===== src/rtl/gemm_pkg.sv =====
// Shared constants, FSM state type and address type for the GEMM sequencer.
// The optional GEMM_SEQ_PERF_EN counters use the saturating helper below.
package gemm_pkg;

    localparam int GEMM_ADDR_W   = 7;
    localparam int GEMM_PIPE_LAT = 4;

    typedef enum logic [1:0] {
        ST_IDLE,
        ST_ISSUE,
        ST_DRAIN,
        ST_FIN
    } gemm_state_e;

    typedef logic [GEMM_ADDR_W-1:0] gemm_addr_t;

    function automatic logic [15:0] sat_inc16(input logic [15:0] v);
        return (v == 16'hFFFF) ? v : v + 16'd1;
    endfunction

endpackage


===== src/rtl/gemm_seq_vpipe.sv =====
// Valid/address delay line matching the BRAM + multiply-add latency.
// The whole line freezes on hold; the head entry is masked off while held.
module gemm_seq_vpipe #(
    parameter int PIPE_LAT = 4,
    parameter int ADDR_W   = 7
)(
    input  logic              clk,
    input  logic              reset,
    input  logic              in_valid,
    input  logic [ADDR_W-1:0] in_addr,
    input  logic              hold,
    output logic              out_valid,
    output logic [ADDR_W-1:0] out_addr,
    output logic              pending
);

    logic [PIPE_LAT-1:0] r_valid;
    logic [ADDR_W-1:0]   r_addr [PIPE_LAT];

    always_ff @(posedge clk or posedge reset) begin
        if (reset) begin
            r_valid <= '0;
            for (int i = 0; i < PIPE_LAT; i++) begin
                r_addr[i] <= '0;
            end
        end else if (!hold) begin
            for (int i = PIPE_LAT - 1; i > 0; i--) begin
                r_valid[i] <= r_valid[i-1];
                r_addr[i]  <= r_addr[i-1];
            end
            r_valid[0] <= in_valid;
            r_addr[0]  <= in_addr;
        end
    end

    assign out_valid = r_valid[PIPE_LAT-1] & ~hold;
    assign out_addr  = r_addr[PIPE_LAT-1];

    // Entries still in flight behind the one currently at the output.
    generate
        if (PIPE_LAT > 1) begin : g_pend
            assign pending = |r_valid[PIPE_LAT-2:0];
        end else begin : g_nopend
            assign pending = 1'b0;
        end
    endgenerate

endmodule


===== src/rtl/gemm_seq_ctrl.sv =====
// Address sequencer for a GEMM pass: issues start..end (wrapping) to the BRAMs,
// tracks results through the delay line. Optional counters: GEMM_SEQ_PERF_EN.
module gemm_seq_ctrl
    import gemm_pkg::*;
#(
    parameter int ADDR_W   = GEMM_ADDR_W,
    parameter int PIPE_LAT = GEMM_PIPE_LAT
)(
    input  logic              clk,
    input  logic              reset,
    input  logic              start,
    input  logic [ADDR_W-1:0] start_addr,
    input  logic [ADDR_W-1:0] end_addr,
    input  logic              hold,
    output logic              rd_en,
    output logic [ADDR_W-1:0] waddr,
    output logic [ADDR_W-1:0] inaddr,
    output logic              res_valid,
    output logic [ADDR_W-1:0] res_addr,
    output logic              busy,
    output logic              done
`ifdef GEMM_SEQ_PERF_EN
    ,
    output logic [15:0]       stall_cycles,
    output logic [15:0]       pass_cycles
`endif
);

    gemm_state_e       r_state;
    logic              r_rd_en;
    logic [ADDR_W-1:0] r_cnt;
    logic [ADDR_W-1:0] r_start_addr;
    logic [ADDR_W-1:0] r_end_addr;
    logic              r_busy;
    logic              r_done;
    logic              w_pending;
    logic              w_accept;

    assign w_accept = (r_state == ST_IDLE) && start;

    // The counter itself is the presented address; an issue happens in any
    // cycle where it is armed and not held, so a held address is replayed.
    always_ff @(posedge clk or posedge reset) begin
        if (reset) begin
            r_state      <= ST_IDLE;
            r_rd_en      <= 1'b0;
            r_cnt        <= '0;
            r_start_addr <= '0;
            r_end_addr   <= '0;
            r_busy       <= 1'b0;
            r_done       <= 1'b0;
        end else begin
            case (r_state)
                ST_IDLE: begin
                    if (start) begin
                        r_start_addr <= start_addr;
                        r_end_addr   <= end_addr;
                        r_cnt        <= start_addr;
                        r_done       <= 1'b0;
                        r_busy       <= 1'b1;
                        r_rd_en      <= 1'b1;
                        r_state      <= ST_ISSUE;
                    end
                end
                ST_ISSUE: begin
                    if (!hold) begin
                        r_cnt <= r_cnt + ADDR_W'(1);
                        if (r_cnt == r_end_addr) begin
                            r_rd_en <= 1'b0;
                            r_state <= ST_DRAIN;
                        end
                    end
                end
                ST_DRAIN: begin
                    // Leave once the entry at the output is the last one and it is taken.
                    if (!hold && !w_pending) begin
                        r_state <= ST_FIN;
                    end
                end
                ST_FIN: begin
                    r_done  <= 1'b1;
                    r_busy  <= 1'b0;
                    r_state <= ST_IDLE;
                end
                default: r_state <= ST_IDLE;
            endcase
        end
    end

    assign rd_en  = r_rd_en & ~hold;
    assign waddr  = r_cnt;
    assign inaddr = r_cnt;
    assign busy   = r_busy;
    assign done   = r_done;

    gemm_seq_vpipe #(
        .PIPE_LAT (PIPE_LAT),
        .ADDR_W   (ADDR_W)
    ) u_vpipe (
        .clk       (clk),
        .reset     (reset),
        .in_valid  (rd_en),
        .in_addr   (r_cnt),
        .hold      (hold),
        .out_valid (res_valid),
        .out_addr  (res_addr),
        .pending   (w_pending)
    );

`ifdef GEMM_SEQ_PERF_EN
    logic [15:0] r_stall_cycles;
    logic [15:0] r_pass_cycles;

    always_ff @(posedge clk or posedge reset) begin
        if (reset) begin
            r_stall_cycles <= '0;
            r_pass_cycles  <= '0;
        end else if (w_accept) begin
            r_stall_cycles <= '0;
            r_pass_cycles  <= '0;
        end else if (r_busy) begin
            r_pass_cycles <= sat_inc16(r_pass_cycles);
            if (hold) begin
                r_stall_cycles <= sat_inc16(r_stall_cycles);
            end
        end
    end

    assign stall_cycles = r_stall_cycles;
    assign pass_cycles  = r_pass_cycles;
`endif

    // Start address only seeds the counter; kept for debug visibility.
    logic w_unused;
    assign w_unused = ^r_start_addr;

endmodule


===== config.mk =====
export PLATFORM = sky130hd
export DESIGN_NAME = gemm_seq_ctrl
export DESIGN_NICKNAME = d
export VERILOG_FILES = /design/src/rtl/gemm_pkg.sv /design/src/rtl/gemm_seq_vpipe.sv /design/src/rtl/gemm_seq_ctrl.sv
export SDC_FILE = /design/constraint.sdc
export NUM_CORES = 1
export LEC_CHECK = 0
export ABC_AREA = 1
export CORE_MARGIN = 2
export CORE_UTILIZATION = 53
export DETAILED_ROUTE_END_ITERATION = 10
export GPL_TIMING_DRIVEN = 0
export PLACE_DENSITY = 0.83
export SYNTH_ARGS = -nofsm -noshare
export SYNTH_HDL_FRONTEND = slang
export SYNTH_SLANG_ARGS = --single-unit

===== constraint.sdc =====
create_clock -name clk -period 4.5 [get_ports clk]
set_input_delay 1.125 -clock clk [delete_from_list [all_inputs] [get_ports clk]]
set_output_delay 1.125 -clock clk [all_outputs]
set_load 0.03 [all_outputs]

==> results.cfg, run 1 <==
[run_status]
status = completed

[timing]
layout_setup_ws_ns = 1.025
rsz0062_at_grt = no
holdWs_ns = 0.4777
post-route-period-util_pct = 77.21
tns_ns = 0
slew_viol_final = 0
period_minus_slack_ns = 3.475
setup_viol = 0
hold_violations = 0
worst_pin_slew_ns = 0.4325
clock_skew_ns = 0.003294
relSlewSlack_pct = 71.16
clock.fmax_mhz = 287.8

[floorplanning]
die_h_um = 71.45
rows = 24
coreArea_um2 = 4354
die_area_um2 = 5104
initial_core_util_pct = 55.37
dieWidth_um = 71.45
ios = 43

[placed_design]
place_ws_ns = 1.007
placed_cell_area_um2 = 2907
dp_hpwl_mm = 3.494
io_buffers = 41
dp.cells = 379
gp_congestion = 0.8572

[worst_setup_path]
startpoint_type = primary input
slowest_stage = clkdlybuf4s50_1
critPathCaptureType = output port
cp_max_fo = 10
cp.required_ns = 3.38
crit_chain = buf_2 > buf_1 > nor2_1 > clkdlybuf4s50_1
crit_arrival_ns = 2.35
ff2ff_path_depth = 8
worstSetupEndpoint = res_valid
critPathKind = primary input to output port
reg2reg_slack_ns = 2.92
worst_r2r_endpoint = r_rd_en$_DFFE_PP0P_
worstReg2RegStart = r_state[1]$_DFFE_PP0P_
cpPeakStageDelay_ns = 0.60
cp-startpoint = hold

[synthesis]
synthesis.nets = 308
ys_seq_elements = 51
synth.avg_cell_area_um2 = 8.460
yosysWarnings = 0
synth_compound_gate_area_share_pct = 11.73
synth_cell_types = 28
synthSimpleGateAreaFrac_pct = 19.82
post_synth_fa_ha_maj_area_fraction_pct = 2.595
yosysSeqAreaShare_pct = 52.93
yosys-top-cells-area = dfrtp_1 (53%), nand2_1 (14%), o21ai_0 (6.9%)
synth_area_um2 = 2411
synth_top_area_share_pct = 52.93
syn_inst = 285
synth_top_family_by_area = simple AND/OR/NAND/NOR gates
yosysTopAreaCell = dfrtp_1
synthMuxAreaShare_pct = 0
synth_xor_xnor_area_share_pct = 1.453

[power_and_ir_drop]
power.internal_mw = 1.259
p_sw_share_pct = 41.56
clock_power_share_pct = 15.4
power_density_nw_per_um2 = 712.2
power.switching_uw = 895.2
total_power_mw = 2.154
ir_drop_mv = 0.4293
p_leak_nw = 1.493
p_seq_share_pct = 35.5
combPwrFrac_pct = 49.1

[drt]
routed_wl_mm = 4.774
vias_per_cell = 4.897
detail-route-antenna-nets = 0
dr_total_vias = 1895
drc = 0
dr.pass1.iters = 5
routedWlPerCell_um = 12.34
drt_iter0_markers = 100

[final_layout]
final_cell_mix = nand2_1 (87), dfrtp_1 (51), clkdlybuf4s50_1 (41), o21ai_0 (33), inv_1 (27)
fin_util_pct = 69.45
area_growth_pct = 25.43
final_common_cell = nand2_1
design_area_um2 = 3024
drive_above_1_share_pct = 13.13
n_antenna_cell = 0
final_cells = 387
finalNetCount = 357
fillerInstances = 347

[flow_run]
cap_violations = 0

[min_path]
hold_path_depth = 2
hold_class = register to register

[global_routing]
grtUsageTotal_pct = 21.43
grt_start_max_net_pins = 45
antenna_found_initial = 0
grt.overflow.total = 0
grt_pass1_vias = 1915
grt_pass1_wl_mm = 8.528

[clock_network]
cts_setup_buffers = 0
clk_pin_slew_ns = 0.09
clock_path_buffers = 2
hold_buffers = 0
htreeDepth = 2
cts_sinks = 51
cts_resized = 0
cts_tree = built
root_buffer = clkbuf_8
clk_latency_ns = 0.31
cts_made_buffers = 5
synth_stat cells:
cell	instances
inv_1	28
a21oi_1	3
o21bai_1	1
clkbuf_1	4
nor2_1	15
o21bai_4	1
dfrtp_1	51
nand2_2	2
nor2_4	1
nand2_1	87
a31o_2	1
ha_1	5
o21ai_2	1
inv_2	5
buf_1	2
buf_4	16
buf_2	2
xnor2_1	1
nor2_2	4
o22ai_1	3
o31ai_1	1
o21ai_0	33
nor3_1	1
or2_2	1
o21ai_1	5
o211ai_1	1
nand3_1	7
xor2_1	3
logic make-up (layout without fill, tap and decap cells):
group                      after synthesis  after routing
and+or+nand+nor                        118            118
DFF                                     51             51
buffers and inverters                   57            107
xor gates and xnor gates                 4              4
AOI/OAI and AO/OA                       50             50
adders and majority gates                5              5
routing by layer:
| metal | global-route usage, % | up-vias | share of wire [%] |
|---|---|---|---|
| li1 | - | 970 | - |
| met1 | 26.40 | 867 | 43 |
| met5 | 0 | - | 0 |
| met2 | 37.04 | 52 | 50 |
| met3 | 5.767 | 6 | 6.1 |
| met4 | 6.289 | 0 | 1.4 |
registers in the layout, indices dropped and copies added (netlist names):
name              flops
u_vpipe.r_addr       21
inaddr                7
r_end_addr            7
u_vpipe.out_addr      7
u_vpipe.r_valid       4
r_state               2
busy                  1
done                  1
r_rd_en               1
power by group through the flow:
| stage | clock (mW) | combinational, mW | sequential (mW) |
|---|---|---|---|
| 6_report | 0.331 | 1.06 | 0.765 |
| 5_1_grt | 0.358 | 1.17 | 0.790 |
| 4_1_cts | 0.338 | 1.07 | 0.763 |
| 3_5_place_dp | 0 | 1.06 | 0.772 |
| 3_3_place_gp | 0 | 1.02 | 0.762 |
| 2_1_floorplan | 0 | 0.665 | 0.821 |
critical path: cells and delay by family:
| kind | cells | cell delay (ns) |
|---|---|---|
| buffers and inverters | 3 | 1.12 |
| and+or+nand+nor | 1 | 0.10 |
final cells by class:
type / count / area, um^2 / area share (%)
clock buffers: 6 / 82.58 / 2.731
well taps: 52 / 65.06 / 2.151
clock inverters: 2 / 35.03 / 1.158
inverters: 33 / 123.9 / 4.096
flip-flops and latches: 51 / 1276 / 42.20
plain buffers: 24 / 152.6 / 5.048
multi-input cells: 177 / 858.3 / 28.38
repair buffers: 42 / 430.4 / 14.23
worst min-delay path by stage:
| stage | slack (ns) | end | startpoint |
|---|---|---|---|
| after detailed placement | 0.46 | u_vpipe.out_addr[5]$_DFFE_PP0N_ | u_vpipe.r_addr[12]$_DFFE_PP0N_ |
| after floorplan | 0.44 | u_vpipe.out_addr[0]$_DFFE_PP0N_ | u_vpipe.r_addr[7]$_DFFE_PP0N_ |
| final | 0.48 | u_vpipe.out_addr[5]$_DFFE_PP0N_ | u_vpipe.r_addr[12]$_DFFE_PP0N_ |
| after CTS | 0.48 | u_vpipe.out_addr[5]$_DFFE_PP0N_ | u_vpipe.r_addr[12]$_DFFE_PP0N_ |
| after global placement | 0.45 | u_vpipe.out_addr[1]$_DFFE_PP0N_ | u_vpipe.r_addr[8]$_DFFE_PP0N_ |
| after global routing | 0.50 | u_vpipe.out_addr[4]$_DFFE_PP0N_ | u_vpipe.r_addr[11]$_DFFE_PP0N_ |
Power figures use the tool's default switching activity.
==> run 2, diff against run 1 <==
--- a/config.mk
+++ b/config.mk
@@ -7,10 +7,10 @@
 export LEC_CHECK = 0
 export ABC_AREA = 1
 export CORE_MARGIN = 2
-export CORE_UTILIZATION = 53
+export CORE_UTILIZATION = 52
 export DETAILED_ROUTE_END_ITERATION = 10
 export GPL_TIMING_DRIVEN = 0
-export PLACE_DENSITY = 0.83
+export PLACE_DENSITY = 0.82
 export SYNTH_ARGS = -nofsm -noshare
 export SYNTH_HDL_FRONTEND = slang
 export SYNTH_SLANG_ARGS = --single-unit
==> constraint.sdc (replaced) <==
create_clock -name clk -period 3.3 [get_ports clk]
set_input_delay 0.825 -clock clk [delete_from_list [all_inputs] [get_ports clk]]
set_output_delay 0.825 -clock clk [all_outputs]
set_load 0.03 [all_outputs]
==> run 2 against run 1 <==
Against the previous run: sequential share of layout area increased by 0.42 points; die area grew 1.8%; flip-flop and latch count unchanged; critical path depth is the same; final area is 0.99% lower; worst setup slack worse by 0.58 ns; sequential power increased by 36%; combinational power increased by 35%; critical endpoint unchanged.
==> results.cfg, run 2 (synthesized netlist as in run 1, its figures left out) <==
[drt]
routed_wl_mm = 4.561
drc = 0
vias_per_cell = 4.839
drt_iter0_markers = 90
detail-route-antenna-nets = 0
dr_total_vias = 1868
routedWlPerCell_um = 11.82
dr.pass1.iters = 4

[floorplanning]
ios = 43
die_h_um = 72.10
die_area_um2 = 5198
initial_core_util_pct = 54.62
rows = 24
dieWidth_um = 72.10
coreArea_um2 = 4414

[global_routing]
grt_pass1_wl_mm = 8.238
grt.overflow.total = 0
grt_start_max_net_pins = 45
grt_pass1_vias = 1889
grtUsageTotal_pct = 20.37
antenna_found_initial = 0

[power_and_ir_drop]
clock_power_share_pct = 12.6
power.internal_mw = 1.635
ir_drop_mv = 0.6080
power_density_nw_per_um2 = 944.4
power.switching_mw = 1.192
p_seq_share_pct = 36.9
combPwrFrac_pct = 50.5
p_sw_share_pct = 42.17
p_leak_nw = 1.479

[worst_setup_path]
startpoint_type = primary input
critPathCaptureType = output port
cp-startpoint = hold
worst_r2r_endpoint = inaddr[4]$_DFFE_PP0P_
worstSetupEndpoint = res_valid
reg2reg_slack_ns = 1.73
cp_max_fo = 10
ff2ff_path_depth = 8
crit_arrival_ns = 2.03
critPathKind = primary input to output port
cp.required_ns = 2.47
worstReg2RegStart = r_state[1]$_DFFE_PP0P_

[timing]
period_minus_slack_ns = 2.853
layout_setup_ws_ns = 0.4470
setup_viol = 0
hold_violations = 0
tns_ns = 0
relSlewSlack_pct = 69.75
post-route-period-util_pct = 86.45
slew_viol_final = 0
holdWs_ns = 0.4799
worst_pin_slew_ns = 0.4538
rsz0062_at_grt = no
clock_skew_ns = 0.005066
clock.fmax_mhz = 350.5

[clock_network]
cts_resized = 0
clock_path_buffers = 2
clk_latency_ns = 0.30
cts_setup_buffers = 0
hold_buffers = 0
cts_made_buffers = 5
clk_pin_slew_ns = 0.09
htreeDepth = 2
cts_tree = built
cts_sinks = 51
root_buffer = clkbuf_8

[min_path]
hold_class = register to register

[placed_design]
io_buffers = 41
place_ws_ns = 0.4182
gp_congestion = 0.8363
dp_hpwl_mm = 3.418

[final_layout]
fillerInstances = 364
finalNetCount = 357
largest_register_ffs = 21
final_cell_mix = nand2_1 (87), dfrtp_1 (51), clkdlybuf4s50_1 (41), o21ai_0 (33), inv_1 (27)
drive_above_1_share_pct = 12.87
final_common_cell = nand2_1
largest-register = u_vpipe.r_addr
area_growth_pct = 24.18
n_antenna_cell = 0

[flow_run]
cap_violations = 0

[run_status]
status = completed
==> run 2: cell types whose count changed in the layout (fill, tap and decap cells not counted) <==
cell / delta
bufinv_16: -1
==> run 2: worst min path at each step <==
| stage | from | end | slack (ns) | cells after the start |
|---|---|---|---|---|
| after global routing | u_vpipe.r_addr[11]$_DFFE_PP0N_ | u_vpipe.out_addr[4]$_DFFE_PP0N_ | 0.51 | 2 |
| after detailed placement | u_vpipe.r_addr[12]$_DFFE_PP0N_ | u_vpipe.out_addr[5]$_DFFE_PP0N_ | 0.46 | 2 |
| after global placement | u_vpipe.r_addr[8]$_DFFE_PP0N_ | u_vpipe.out_addr[1]$_DFFE_PP0N_ | 0.45 | 2 |
| final | u_vpipe.r_addr[8]$_DFFE_PP0N_ | u_vpipe.out_addr[1]$_DFFE_PP0N_ | 0.48 | 2 |
| after floorplan | u_vpipe.r_addr[7]$_DFFE_PP0N_ | u_vpipe.out_addr[0]$_DFFE_PP0N_ | 0.44 | 2 |
| after CTS | u_vpipe.r_addr[12]$_DFFE_PP0N_ | u_vpipe.out_addr[5]$_DFFE_PP0N_ | 0.48 | 2 |
==> run 2: power groups by stage <==
| stage | clock (mW) | sequential (mW) | combinational (mW) |
|---|---|---|---|
| after detailed placement | 0 | 1.05 | 1.43 |
| after floorplan | 0 | 1.12 | 0.907 |
| after global placement | 0 | 1.04 | 1.38 |
| final | 0.356 | 1.04 | 1.43 |
| after global routing | 0.389 | 1.08 | 1.58 |
| after CTS | 0.363 | 1.04 | 1.44 |
==> run 2: worst max-delay path: stages <==
cell and delay [ns]:
buf_2 0.17, buf_1 0.34, nor2_1 0.09, clkdlybuf4s50_1 0.60
==> run 2: cell type report <==
cell class | count | area (um^2) | area share (%)
clock buffer | 6 | 82.58 | 2.758
sequential | 51 | 1276 | 42.62
inverter | 33 | 123.9 | 4.137
timing repair buffer | 42 | 430.4 | 14.38
tap | 52 | 65.06 | 2.173
clock inverter | 1 | 5.005 | 0.1672
buffer | 24 | 152.6 | 5.098
multi-input combinational | 177 | 858.3 | 28.67
==> run 2: metal layers <==
layer | wire length, um | vias to the layer above | global-route usage, %
li1 | - | 962 | -
met1 | 2034 | 849 | 25.81
met2 | 2225 | 52 | 34.96
met3 | 242 | 5 | 4.861
met4 | 59 | 0 | 5.660
met5 | 0 | - | 0
==> run 2: stage by stage <==
step                cells  util, %  area (um^2)  power, mW
floorplan             285        -         2411      2.027
global placement      378    65.39         2887      2.425
detailed placement    379    65.84         2907      2.483
CTS                   386    67.83         2994      2.845
global route          386    67.83         2994      3.050
finish                386    67.83         2994      2.828
==> run 3, diff against run 2 <==
==> constraint.sdc (replaced) <==
create_clock -name clk -period 3.3 [get_ports clk]
set_input_delay 0.66 -clock clk [delete_from_list [all_inputs] [get_ports clk]]
set_output_delay 0.66 -clock clk [all_outputs]
set_load 0.03 [all_outputs]
==> results of run 3 <==
Same layout as run 2 (identical final DEF). Status: completed.
Main changes from that run: setup slack after placement 0.4182 ns -> 0.7482 ns; setup slack after layout 0.4470 ns -> 0.7770 ns
